`config.mk`:
```
export PLATFORM = sky130hd
export DESIGN_NAME = mii_frame_rx
export DESIGN_NICKNAME = d
export VERILOG_FILES = /design/src/rtl/mii_frame_pkg.sv /design/src/rtl/eth_crc32.sv /design/src/rtl/mii_frame_rx.sv
export SDC_FILE = /design/constraint.sdc
export NUM_CORES = 1
export LEC_CHECK = 0
export BUFFER_PORTS_ARGS = -buffer_cell sky130_fd_sc_hd__buf_2
export CORE_MARGIN = 10
export CORE_UTILIZATION = 40
export DETAILED_ROUTE_END_ITERATION = 10
export PLACE_DENSITY_LB_ADDON = 0.08
export SYNTH_ARGS = -nofsm -noshare
export SYNTH_HDL_FRONTEND = slang
export SYNTH_HIERARCHICAL = 1
export SYNTH_SLANG_ARGS = --single-unit
```
`constraint.sdc`:
```
create_clock -name clk -period 4.85 [get_ports clk]
set_clock_uncertainty 0.05 [all_clocks]
set_input_delay 0.97 -clock clk [delete_from_list [all_inputs] [get_ports clk]]
set_output_delay 0.97 -clock clk [all_outputs]
set_load 0.03 [all_outputs]
```
`src/rtl/mii_frame_pkg.sv`:
```
// rtl/mii_frame_pkg.sv - shared state encoding, framing nibbles and CRC-32 constants/helpers
package mii_frame_pkg;

  typedef enum logic [1:0] {IDLE, PREAMBLE, DATA, DROP} state_e;

  localparam logic [3:0]  PREAMBLE_NIB  = 4'h5;
  localparam logic [3:0]  SFD_NIB       = 4'hD;
  localparam logic [31:0] CRC_POLY_REFL = 32'hEDB88320;
  localparam logic [31:0] CRC_INIT      = 32'hFFFFFFFF;
  localparam logic [31:0] CRC_RESIDUE   = 32'hC704DD7B;

  function automatic logic [31:0] crc32_byte(input logic [31:0] crc, input logic [7:0] b);
    logic [31:0] c;
    c = crc ^ {24'h0, b};
    for (int i = 0; i < 8; i++) begin
      c = c[0] ? ((c >> 1) ^ CRC_POLY_REFL) : (c >> 1);
    end
    return c;
  endfunction

  function automatic logic [31:0] bitrev32(input logic [31:0] v);
    logic [31:0] r;
    for (int i = 0; i < 32; i++) begin
      r[i] = v[31-i];
    end
    return r;
  endfunction

endpackage

```
`src/rtl/eth_crc32.sv`:
```
// rtl/eth_crc32.sv - byte-wide reflected CRC-32 register with clear and enable
module eth_crc32
  import mii_frame_pkg::*;
(
  input  logic        clk,
  input  logic        rst,
  input  logic        clr,
  input  logic        en,
  input  logic [7:0]  data_i,
  output logic [31:0] crc_o
);

  logic [31:0] crc_q, crc_d;

  always_comb begin
    crc_d = crc_q;
    if (clr) begin
      crc_d = CRC_INIT;
    end else if (en) begin
      crc_d = crc32_byte(crc_q, data_i);
    end
  end

  always_ff @(posedge clk or posedge rst) begin
    if (rst) crc_q <= CRC_INIT;
    else     crc_q <= crc_d;
  end

  assign crc_o = crc_q;

endmodule

```
`src/rtl/mii_frame_rx.sv`:
```
// rtl/mii_frame_rx.sv - MII nibble receiver: preamble/SFD strip, byte assembly, length/FCS checks
// Optional FCS checking is built when MII_FRAME_RX_CRC_CHECK_EN is defined.
module mii_frame_rx
  import mii_frame_pkg::*;
#(
  parameter int MAX_LEN = 1518,
  parameter int MIN_LEN = 64
) (
  input  logic        clk,
  input  logic        rst,
  input  logic        mii_dv,
  input  logic [3:0]  mii_data,
  output logic [7:0]  byte_o,
  output logic        byte_valid,
  output logic        sof,
  output logic        eof,
  output logic [10:0] frame_len,
  output logic        crc_ok,
  output logic        frame_err,
  output logic        busy
);

  localparam logic [10:0] MAX_LEN_C = 11'(MAX_LEN);
  localparam logic [10:0] MIN_LEN_C = 11'(MIN_LEN);

  state_e      state_q, state_d;
  logic [3:0]  low_q, low_d;
  logic        nib_hi_q, nib_hi_d;
  logic [10:0] byte_cnt_q, byte_cnt_d;
  logic        oversize_q, oversize_d;
  logic [7:0]  byte_q, byte_d;
  logic        byte_valid_q, byte_valid_d;
  logic        sof_q, sof_d;
  logic        eof_q, eof_d;
  logic [10:0] frame_len_q, frame_len_d;
  logic        crc_ok_q, crc_ok_d;
  logic        frame_err_q, frame_err_d;
  logic        crc_match;

`ifdef MII_FRAME_RX_CRC_CHECK_EN
  logic [31:0] crc_val;
  logic        crc_clr;

  assign crc_clr = (state_q == PREAMBLE) && mii_dv && (mii_data == SFD_NIB);

  eth_crc32 u_crc (
    .clk    (clk),
    .rst    (rst),
    .clr    (crc_clr),
    .en     (byte_valid_d),
    .data_i ({mii_data, low_q}),
    .crc_o  (crc_val)
  );

  // The shift-right register holds the residue bit-reversed relative to CRC_RESIDUE.
  assign crc_match = (bitrev32(crc_val) == CRC_RESIDUE);
`else
  assign crc_match = 1'b1;
`endif

  always_comb begin
    state_d      = state_q;
    low_d        = low_q;
    nib_hi_d     = nib_hi_q;
    byte_cnt_d   = byte_cnt_q;
    oversize_d   = oversize_q;
    byte_d       = byte_q;
    byte_valid_d = 1'b0;
    sof_d        = 1'b0;
    eof_d        = 1'b0;
    frame_len_d  = frame_len_q;
    crc_ok_d     = crc_ok_q;
    frame_err_d  = frame_err_q;
    case (state_q)
      IDLE: begin
        oversize_d = 1'b0;
        if (mii_dv) state_d = (mii_data == PREAMBLE_NIB) ? PREAMBLE : DROP;
      end
      PREAMBLE: begin
        if (!mii_dv) begin
          state_d = IDLE;
        end else if (mii_data == SFD_NIB) begin
          state_d    = DATA;
          nib_hi_d   = 1'b0;
          byte_cnt_d = '0;
        end else if (mii_data != PREAMBLE_NIB) begin
          state_d = DROP;
        end
      end
      DATA: begin
        if (!mii_dv) begin
          state_d     = IDLE;
          eof_d       = 1'b1;
          frame_len_d = byte_cnt_q;
          crc_ok_d    = crc_match;
          frame_err_d = nib_hi_q || (byte_cnt_q < MIN_LEN_C);
        end else if (!nib_hi_q) begin
          low_d    = mii_data;
          nib_hi_d = 1'b1;
        end else begin
          nib_hi_d = 1'b0;
          if (byte_cnt_q == MAX_LEN_C) begin
            // Byte MAX_LEN+1: suppress it and everything after, count stays saturated.
            state_d    = DROP;
            oversize_d = 1'b1;
          end else begin
            byte_d       = {mii_data, low_q};
            byte_valid_d = 1'b1;
            sof_d        = (byte_cnt_q == '0);
            byte_cnt_d   = byte_cnt_q + 11'd1;
          end
        end
      end
      DROP: begin
        if (!mii_dv) begin
          state_d    = IDLE;
          oversize_d = 1'b0;
          if (oversize_q) begin
            eof_d       = 1'b1;
            frame_len_d = byte_cnt_q;
            crc_ok_d    = crc_match;
            frame_err_d = 1'b1;
          end
        end
      end
      default: state_d = IDLE;
    endcase
  end

  always_ff @(posedge clk or posedge rst) begin
    if (rst) begin
      state_q      <= IDLE;
      low_q        <= '0;
      nib_hi_q     <= 1'b0;
      byte_cnt_q   <= '0;
      oversize_q   <= 1'b0;
      byte_q       <= '0;
      byte_valid_q <= 1'b0;
      sof_q        <= 1'b0;
      eof_q        <= 1'b0;
      frame_len_q  <= '0;
      crc_ok_q     <= 1'b0;
      frame_err_q  <= 1'b0;
    end else begin
      state_q      <= state_d;
      low_q        <= low_d;
      nib_hi_q     <= nib_hi_d;
      byte_cnt_q   <= byte_cnt_d;
      oversize_q   <= oversize_d;
      byte_q       <= byte_d;
      byte_valid_q <= byte_valid_d;
      sof_q        <= sof_d;
      eof_q        <= eof_d;
      frame_len_q  <= frame_len_d;
      crc_ok_q     <= crc_ok_d;
      frame_err_q  <= frame_err_d;
    end
  end

  assign byte_o     = byte_q;
  assign byte_valid = byte_valid_q;
  assign sof        = sof_q;
  assign eof        = eof_q;
  assign frame_len  = frame_len_q;
  assign crc_ok     = crc_ok_q;
  assign frame_err  = frame_err_q;
  assign busy       = (state_q != IDLE);

endmodule

```
==> impl_metrics.yaml, run 1 <==
setup_path:
  critPathKind: "flop to flop"
  worstPathArrival_ns: 2.80
  end_kind: "flop"
  critical_path.max_fanout: 17
  ff2ff_path_depth: 5
  critPathLaunchType: "flop"
  worstPathRequired_ns: 4.98
synth:
  synthCells: 182
  synth_edf_count: 0
  syn_area_um2: 2140
  synth-seq-cells: 43
  synth_flop_cell: "dfrtp_1"
  synth.distinct_cells: 47
  yosys_warnings: 6
  syn_avg_cell_area_um2: 11.8
  syn-num-nets: 197
  synthArstFlopShare: 1.00
  yosysSeqAreaShare: 0.502
power:
  max-vdd-ir-drop_v: 0.000260
  p_sw_frac: 0.390
  leakage_uw: 0.00114
  p_int_uw: 843
  p_seq_frac: 0.388
  clockPowerShare: 0.207
  powerDensity_nw_per_um2: 568
  p_switching_uw: 540
  combPwrFrac: 0.406
global_routing:
  antenna_found_initial: 0
  grt_overflow: 0
  grt_pass1_wl_um: 7670
  grt_pass1_vias: 1515
  grt_max_degree: 44
  grt_usage: 0.108
clock_network:
  cts_tree: "done"
  clock_latency_ns: 0.29
  path_clk_slew_ns: 0.08
  clock_sinks: 43
  cts_setup_buffers: 0
  h-tree-depth: 2
  cts_made_buffers: 5
  ctsLongestPathBuffers: 2
  root_buffer: "clkbuf_8"
  holdBufCountCts: 0
  cts_resized: 0
sta:
  post-route-min-period_ns: 2.67
  setup_viol: 0
  worst_slack_ns: 2.18
  tns_ns: 0
  final-hold-violation-count: 0
  max-slew-margin-rel: 0.335
  worst_slew_pin_slew_ns: 0.993
  rsz0062_at_grt: "no"
  fin_crit_sh: 0.550
  holdWs_ns: 0.427
  fmax_ghz: 0.375
  slew_violations: 0
worst_hold_path:
  min_path_type: "flop to flop"
  hold_depth: 1
job:
  max_cap_viol_count: 0
die:
  num_rows: 26
  core_um2: 5140
  die_h_um: 93.2
  die_w_um: 93.2
  initial_core_util: 0.417
  io_pins: 32
  dieArea_um2: 8680
routing:
  drtAntennaViolNets: 0
  remaining_drc_errors: 0
  via_per_inst: 5.31
  first_pass_iters: 4
  wirelength_um: 4440
  vias: 1498
  drtIter0Drc: 103
  wl_per_cell_um: 15.8
finish:
  fin_cells: 282
  fill_cells: 492
  syn2layout_area_growth_pct: 13.7
  layout_common_cells: "dfrtp_1, buf_2, mux2_2, nand2_1, nand3_1"
  diodes: 0
  final_common_cell: "dfrtp_1"
  final_area_um2: 2430
  nNetsFinal: 226
  drive_above_1_share: 0.354
placed_design:
  place.gp.congestion: 0.833
  dp_cells: 274
  port-buffer-count: 31
  dpl.hpwl_um: 3200
  place_area_um2: 2320
  post-place-ws_ns: 2.11
status:
  status: "completed"
## sequential cells by signal, indices dropped and copies added, names as in the netlist, 2 cells and up
register	count
state_q	2
low_q	4
byte_o	8
byte_cnt_q	11
frame_len	11
## per-stage QoR
| stage | utilization | total power, uW |
|---|---|---|
| 5_1_grt | 0.474 | 1490 |
| 2_1_floorplan | - | 962 |
| 4_1_cts | 0.474 | 1400 |
| 6_report | 0.474 | 1380 |
| 3_3_place_gp | 0.451 | 1100 |
| 3_5_place_dp | 0.451 | 1110 |
## cell families after synthesis
kind of cell / count (synthesis) / synth area share
AO/OA/AOI/OAI: 31 / 0.105
flip-flops: 43 / 0.502
multiplexers: 26 / 0.136
adder cells (fa/ha/maj): 8 / 0.0467
buffers and inverters: 17 / 0.0473
AND/OR/NAND/NOR: 57 / 0.162
## path summary, 6_finish.rpt
check                                  startpoint                  endpoint  slack [ns]
hold reg to reg                crc_ok$_DFFE_PP0P_        crc_ok$_DFFE_PP0P_        0.43
setup / recovery           state_q[0]$_DFFE_PP0P_  frame_len[3]$_DFFE_PP0P_        2.18
setup reg to reg           state_q[0]$_DFFE_PP0P_  frame_len[3]$_DFFE_PP0P_        2.18
min in group asynchronous                     rst      byte_valid$_DFF_PP0_        0.75
max in group asynchronous                     rst        crc_ok$_DFFE_PP0P_        3.64
hold / removal                 crc_ok$_DFFE_PP0P_        crc_ok$_DFFE_PP0P_        0.43
## power by group through the flow
stage / sequential (uW) / combinational [uW] / clock, uW
floorplan: 647 / 316 / 0
global placement: 538 / 564 / 0
detailed placement: 544 / 568 / 0
CTS: 537 / 570 / 294
global route: 556 / 620 / 311
finish: 536 / 561 / 286
## layer usage
layer,wire [um],track usage,vias up
met5,0,0,-
met4,57,0.0347,0
met3,270,0.0368,6
met2,2010,0.161,35
met1,2100,0.143,732
li1,-,-,725
## final cells by class
class / instances / area [um2] / share of cell area
sequential: 43 / 1080 / 0.442
clock buffer: 6 / 82.6 / 0.0339
clock inverter: 2 / 35.0 / 0.0144
timing repair buffer: 32 / 163 / 0.0668
tap: 70 / 87.6 / 0.0360
multi-input combinational: 122 / 965 / 0.396
inverter: 7 / 26.3 / 0.0108
## critical path: stages, from the launching register on
cell and delay, ns:
dfrtp_1 0.41, inv_1 0.14, ha_1 0.57, a21oi_1 0.13, nor3_2 0.82, mux2_2 0.42
## cells in the mapped netlist, drive strengths merged, types with 3 or more instances
cell | number | area share
and2 | 3 | 0.0099
a31oi | 8 | 0.026
or4 | 4 | 0.015
buf | 9 | 0.033
inv | 7 | 0.012
dfrtp | 43 | 0.50
a21oi | 6 | 0.014
ha | 8 | 0.047
nand3 | 10 | 0.023
nor2 | 8 | 0.014
nand4 | 3 | 0.0088
nand2 | 12 | 0.021
mux2 | 25 | 0.13
o21ai | 4 | 0.0093
o31ai | 3 | 0.011
Note: power is estimated with default switching activity, not from simulation.
==> run 2, diff against run 1 <==
==> constraint.sdc (replaced) <==
create_clock -name clk -period 2.2 [get_ports clk]
set_clock_uncertainty 0.05 [all_clocks]
set_input_delay 0.44 -clock clk [delete_from_list [all_inputs] [get_ports clk]]
set_output_delay 0.44 -clock clk [all_outputs]
set_load 0.03 [all_outputs]
==> run 2 against run 1 <==
  * Clock power is 70% higher
  * Highest routed layer unchanged
  * Critical endpoint is now byte_cnt_q[10]$_DFFE_PP0P_
  * Largest power group unchanged
  * Cell count is 1.8% higher
  * Combinational power grew 130%
==> impl_metrics.yaml, run 2 (synthesized netlist as in run 1, its figures left out) <==
routing:
  wirelength_um: 4450
  via_per_inst: 5.44
  drtIter0Drc: 106
  first_pass_iters: 4
  remaining_drc_errors: 0
  vias: 1562
  wl_per_cell_um: 15.5
  drtAntennaViolNets: 0
status:
  status: "completed"
finish:
  layout_common_cells: "dfrtp_1, buf_2, mux2_2, nand2_1, nand3_1"
  drive_above_1_share: 0.369
  diodes: 0
  nNetsFinal: 231
  final_common_cell: "dfrtp_1"
  fill_cells: 498
  syn2layout_area_growth_pct: 14.0
  fin_cells: 287
  postLayoutCoreUtil: 0.475
placed_design:
  place.gp.congestion: 0.864
  port-buffer-count: 31
  dpl.hpwl_um: 3260
  dp_cells: 279
die:
  die_w_um: 93.2
  core_um2: 5140
  dieArea_um2: 8680
  io_pins: 32
  initial_core_util: 0.417
  num_rows: 26
  die_h_um: 93.2
setup_path:
  worstPathArrival_ns: 2.26
  cp_slowest_stage_delay_ns: 0.49
  worstPathRequired_ns: 2.37
  end_kind: "flop"
  critPathLaunchType: "flop"
  critical_path.max_fanout: 11
  slowest_stage: "or4_1"
  critPathKind: "flop to flop"
  path_cells: "inv_1, ha_2, o21a_1, a21bo_2, or4_1, a21oi_1"
power:
  max-vdd-ir-drop_v: 0.000503
  powerDensity_nw_per_um2: 1200
  leakage_uw: 0.00114
sta:
  post-route-min-period_ns: 2.09
  fmax_ghz: 0.478
  setup_viol: 0
  worst_slew_pin_slew_ns: 0.534
  tns_ns: 0
  rsz0062_at_grt: "no"
  holdWs_ns: 0.222
  fin_crit_sh: 0.950
  slew_violations: 0
  final-hold-violation-count: 0
  max-slew-margin-rel: 0.644
global_routing:
  grt_max_degree: 44
  grt_pass1_wl_um: 7490
  antenna_found_initial: 0
  grt_usage: 0.105
  grt_overflow: 0
  grt_pass1_vias: 1491
clock_network:
  clock_latency_ns: 0.29
  cts_setup_buffers: 0
  cts_made_buffers: 5
  ctsLongestPathBuffers: 2
  h-tree-depth: 2
  cts_tree: "done"
  path_clk_slew_ns: 0.08
  root_buffer: "clkbuf_8"
  clock_sinks: 43
worst_hold_path:
  min_path_type: "input port to async pin"
job:
  max_cap_viol_count: 0
## run 2: changes by cell type in the layout (fill, tap and decap cells not counted)
cell        delta
buf_4          +5
bufinv_16      -1
clkbuf_1       +1
clkbuf_8       -1
clkinvlp_4     +1
ha_1           -1
ha_2           +1
## run 2: metrics by stage
step	power, uW	setup slack (ns)	area (um2)
3_3_place_gp	2450	0.177	2350
5_1_grt	3160	0.0162	2440
2_1_floorplan	2120	0.220	2140
4_1_cts	2970	0.0576	2440
6_report	2940	0.109	2440
3_5_place_dp	2480	0.0663	2350
## run 2: repair_timing
action,in CTS,in global routing
hold buffers,0,0
endpoints found under the setup margin,0,4
resized for setup,0,1
hold endpoints to repair,0,0
## run 2: area by class of cell
| class | count | area, um2 | area share |
|---|---|---|---|
| sequential | 43 | 1080 | 0.441 |
| multi-input combinational | 122 | 967 | 0.396 |
| timing repair buffer | 37 | 200 | 0.0820 |
| tap | 70 | 87.6 | 0.0359 |
| clock buffer | 6 | 72.6 | 0.0297 |
| inverter | 7 | 26.3 | 0.0108 |
| clock inverter | 2 | 12.5 | 0.00512 |
## run 2: final timing paths
path                                         from                         end  slack, ns  depth (start not counted)
min reg2reg                    crc_ok$_DFFE_PP0P_          crc_ok$_DFFE_PP0P_       0.42                          1
max reg2reg                state_q[0]$_DFFE_PP0P_  byte_cnt_q[10]$_DFFE_PP0P_       0.11                          6
max in group asynchronous                     rst       byte_o[6]$_DFFE_PP0P_       1.52                          3
min                                           rst        low_q[2]$_DFFE_PP0P_       0.22                          3
min in group clk                      mii_data[3]        low_q[3]$_DFFE_PP0P_       0.38                          2
max                        state_q[0]$_DFFE_PP0P_  byte_cnt_q[10]$_DFFE_PP0P_       0.11                          6
## run 2: report_power, final
part / leakage, uW / internal (uW) / switching (uW)
combinational: 0.000539 / 503 / 768
clock: 0.0000412 / 222 / 265
sequential: 0.000561 / 1020 / 165
## run 2: worst max-delay path: cells and delay by family (launching register included)
family	cells	cell delay [ns]
AOI/OAI and AO/OA	3	0.64
adders and majority gates	1	0.29
and+or+nand+nor	1	0.49
buffers and inverters	1	0.14
DFF	1	0.41
## run 2: routing by layer
metal	routed length, um	share of wire	GRT usage	vias to the layer above
met2	2040	0.46	0.159	43
met3	277	0.062	0.0384	6
met4	48	0.011	0.0283	0
met1	2080	0.47	0.137	778
met5	0	0	0	-
li1	-	-	-	735
==> run 3, diff against run 2 <==
--- a/config.mk
+++ b/config.mk
@@ -5,6 +5,7 @@
 export SDC_FILE = /design/constraint.sdc
 export NUM_CORES = 1
 export LEC_CHECK = 0
+export ABC_AREA = 1
 export BUFFER_PORTS_ARGS = -buffer_cell sky130_fd_sc_hd__buf_2
 export CORE_MARGIN = 10
 export CORE_UTILIZATION = 40
==> run 3 against run 2 <==
  * Synthesized cell count is 59% higher
  * Routed wire length is 13% higher
  * Via count is 16% higher
  * Register-to-register slack better by 0.17 ns
  * Worst setup slack better by 0.17 ns
  * Die area is 5.7% higher
  * Sequential cell count stayed put
  * Synthesized area is 7.2% higher
  * First-iteration DRC count is 27% lower
==> impl_metrics.yaml, run 3 <==
finish:
  final_area_um2: 2660
  drive_above_1_share: 0.235
  diodes: 0
  multi_input_area_um2: 1040
  seq_area_um2: 1080
  layout_common_cells: "nand2_1, dfrtp_1, buf_2, inv_1, nor2_1"
  final_common_cell: "nand2_1"
  nNetsFinal: 338
  fill_cells: 580
  syn2layout_area_growth_pct: 15.7
clock_network:
  cts_made_buffers: 5
  clock_sinks: 43
  clock_latency_ns: 0.30
  cts_tree: "done"
  root_buffer: "clkbuf_8"
  holdBufCountCts: 0
  ctsLongestPathBuffers: 2
  cts_setup_buffers: 0
  h-tree-depth: 2
  path_clk_slew_ns: 0.09
placed_design:
  port-buffer-count: 31
  place.gp.congestion: 0.855
  dpl.hpwl_um: 3660
  place_area_um2: 2520
  post-place-ws_ns: 0.103
routing:
  via_per_inst: 4.56
  vias: 1807
  drtAntennaViolNets: 0
  wl_per_cell_um: 12.7
  drtIter0Drc: 77
  first_pass_iters: 5
  wirelength_um: 5020
  remaining_drc_errors: 0
setup_path:
  critPathLaunchType: "flop"
  r2r_slack_ns: 0.28
  critPathKind: "flop to flop"
  critical_path.max_fanout: 13
  slowest_stage: "dfrtp_1"
  startpoint: "state_q[0]$_DFFE_PP0P_"
  path_cells: "inv_1, ha_1, inv_2, nor2_2, nand3b_1, nor2_2, nand2_1, nand2_1"
  path_delay_family: "simple AND/OR/NAND/NOR gates"
  ff2ff_path_depth: 8
  worstPathArrival_ns: 2.11
  r2r_end: "byte_cnt_q[5]$_DFFE_PP0P_"
  cp_slowest_stage_delay_ns: 0.41
  end_kind: "flop"
  r2r_start: "state_q[0]$_DFFE_PP0P_"
  worstPathRequired_ns: 2.39
  cp.buffers_inverters: 2
power:
  powerDensity_nw_per_um2: 1120
  leakage_uw: 0.00140
  power_uw: 2980
  max-vdd-ir-drop_v: 0.000557
synth:
  yosys.area.top_type: "dfrtp_1"
  synth_edf_count: 0
  yosysSeqAreaShare: 0.468
  syn_avg_cell_area_um2: 7.95
  syn-num-nets: 304
  synthTopCellsByCount: "nand2_1, dfrtp_1, inv_1"
  synth.area.top_cells: "dfrtp_1, nand2_1, inv_1"
  yosys_warnings: 6
  synthCells: 289
  synthArstFlopShare: 1.00
  synth_top_cell_area_share: 0.468
  synthMostInstantiatedCell: "nand2_1"
  synth-seq-cells: 43
  synth_flop_cell: "dfrtp_1"
  syn_area_um2: 2300
  synth.distinct_cells: 27
sta:
  fin_crit_sh: 0.872
  fmax_ghz: 0.521
  rsz0062_at_grt: "no"
  worst_slack_ns: 0.281
  slew_violations: 0
  final-hold-violation-count: 0
  setup_viol: 0
  worst_slew_pin_slew_ns: 0.560
  tns_ns: 0
  post-route-min-period_ns: 1.92
  max-slew-margin-rel: 0.626
die:
  num_rows: 27
  die_h_um: 95.8
  die_w_um: 95.8
  initial_core_util: 0.415
  core_um2: 5540
  io_pins: 32
  dieArea_um2: 9170
global_routing:
  grt_overflow: 0
  top_usage_layer: "met2"
  antenna_found_initial: 0
  grt_pass1_vias: 1697
  grt_pass1_wl_um: 8390
  grt_usage: 0.114
  met2_usage: 0.168
  grt_max_degree: 44
  use_met3: 0.0241
  use_met1: 0.159
job:
  max_cap_viol_count: 0
status:
  status: "completed"
worst_hold_path:
  min_path_type: "input port to async pin"
[run 3: cell types whose count changed after synthesis, moves of 10 or more]
| cell | before | now |
|---|---|---|
| inv_1 | 7 | 29 |
| mux2_2 | 25 | 0 |
| nand2_1 | 12 | 107 |
| nand2_2 | 0 | 10 |
| nor2_1 | 8 | 24 |
| o21ai_2 | 0 | 10 |
[run 3: routing by layer]
metal	vias up	share of wire
met5	-	0
li1	964	-
met1	800	0.50
met2	38	0.43
met3	5	0.062
met4	0	0.011
[run 3: what timing repair did]
action	in CTS	in global routing
resized for setup	0	1
endpoints found under the hold margin	0	0
endpoints found under the setup margin	0	11
[run 3: worst max-delay path by stage]
| stage | endpoint | cells past startpoint | slack (ns) |
|---|---|---|---|
| after global placement | byte_cnt_q[10]$_DFFE_PP0P_ | 8 | 0.16 |
| after floorplan | frame_len[6]$_DFFE_PP0P_ | 9 | 0.62 |
| after detailed placement | byte_cnt_q[10]$_DFFE_PP0P_ | 8 | 0.10 |
| after CTS | byte_cnt_q[10]$_DFFE_PP0P_ | 8 | 0.08 |
| final | byte_cnt_q[5]$_DFFE_PP0P_ | 8 | 0.28 |
| after global routing | byte_cnt_q[9]$_DFFE_PP0P_ | 10 | 0.06 |
[run 3: worst reg2reg max path, delay by kind of cell (launching register included)]
kind	cells	cell delay [ns]
fa+ha+maj	1	0.23
buf+inv	2	0.33
simple gates	5	0.85
flops	1	0.41
[run 3: power breakdown]
part	switching (uW)	internal, uW
clock network	285	453
logic	799	351
registers	117	971
total	1200	1770
[run 3: kinds of logic (layout without fill, tap and decap cells)]
logic type / Yosys count / count (layout) / share of synthesized area
DFF: 43 / 43 / 0.468
buffers and inverters: 40 / 75 / 0.0812
AOI/OAI and AO/OA: 26 / 26 / 0.0822
and+or+nand+nor: 171 / 171 / 0.321
adders and majority gates: 8 / 8 / 0.0436
xor gates and xnor gates: 1 / 1 / 0.00381
[run 3: layout make-up]
cell class | instances | area share
flip-flops and latches | 43 | 0.405
multi-input cells | 206 | 0.390
repair buffers | 35 | 0.0744
inverters | 32 | 0.0452
well taps | 72 | 0.0339
clock buffers | 5 | 0.0259
clock inverters | 3 | 0.0254
[run 3: through the flow]
step	hold WS (ns)	instances	util
floorplan	0.392	289	-
global placement	0.407	388	0.455
detailed placement	0.405	388	0.455
CTS	0.251	396	0.479
global route	0.292	396	0.480
finish	0.232	396	0.480
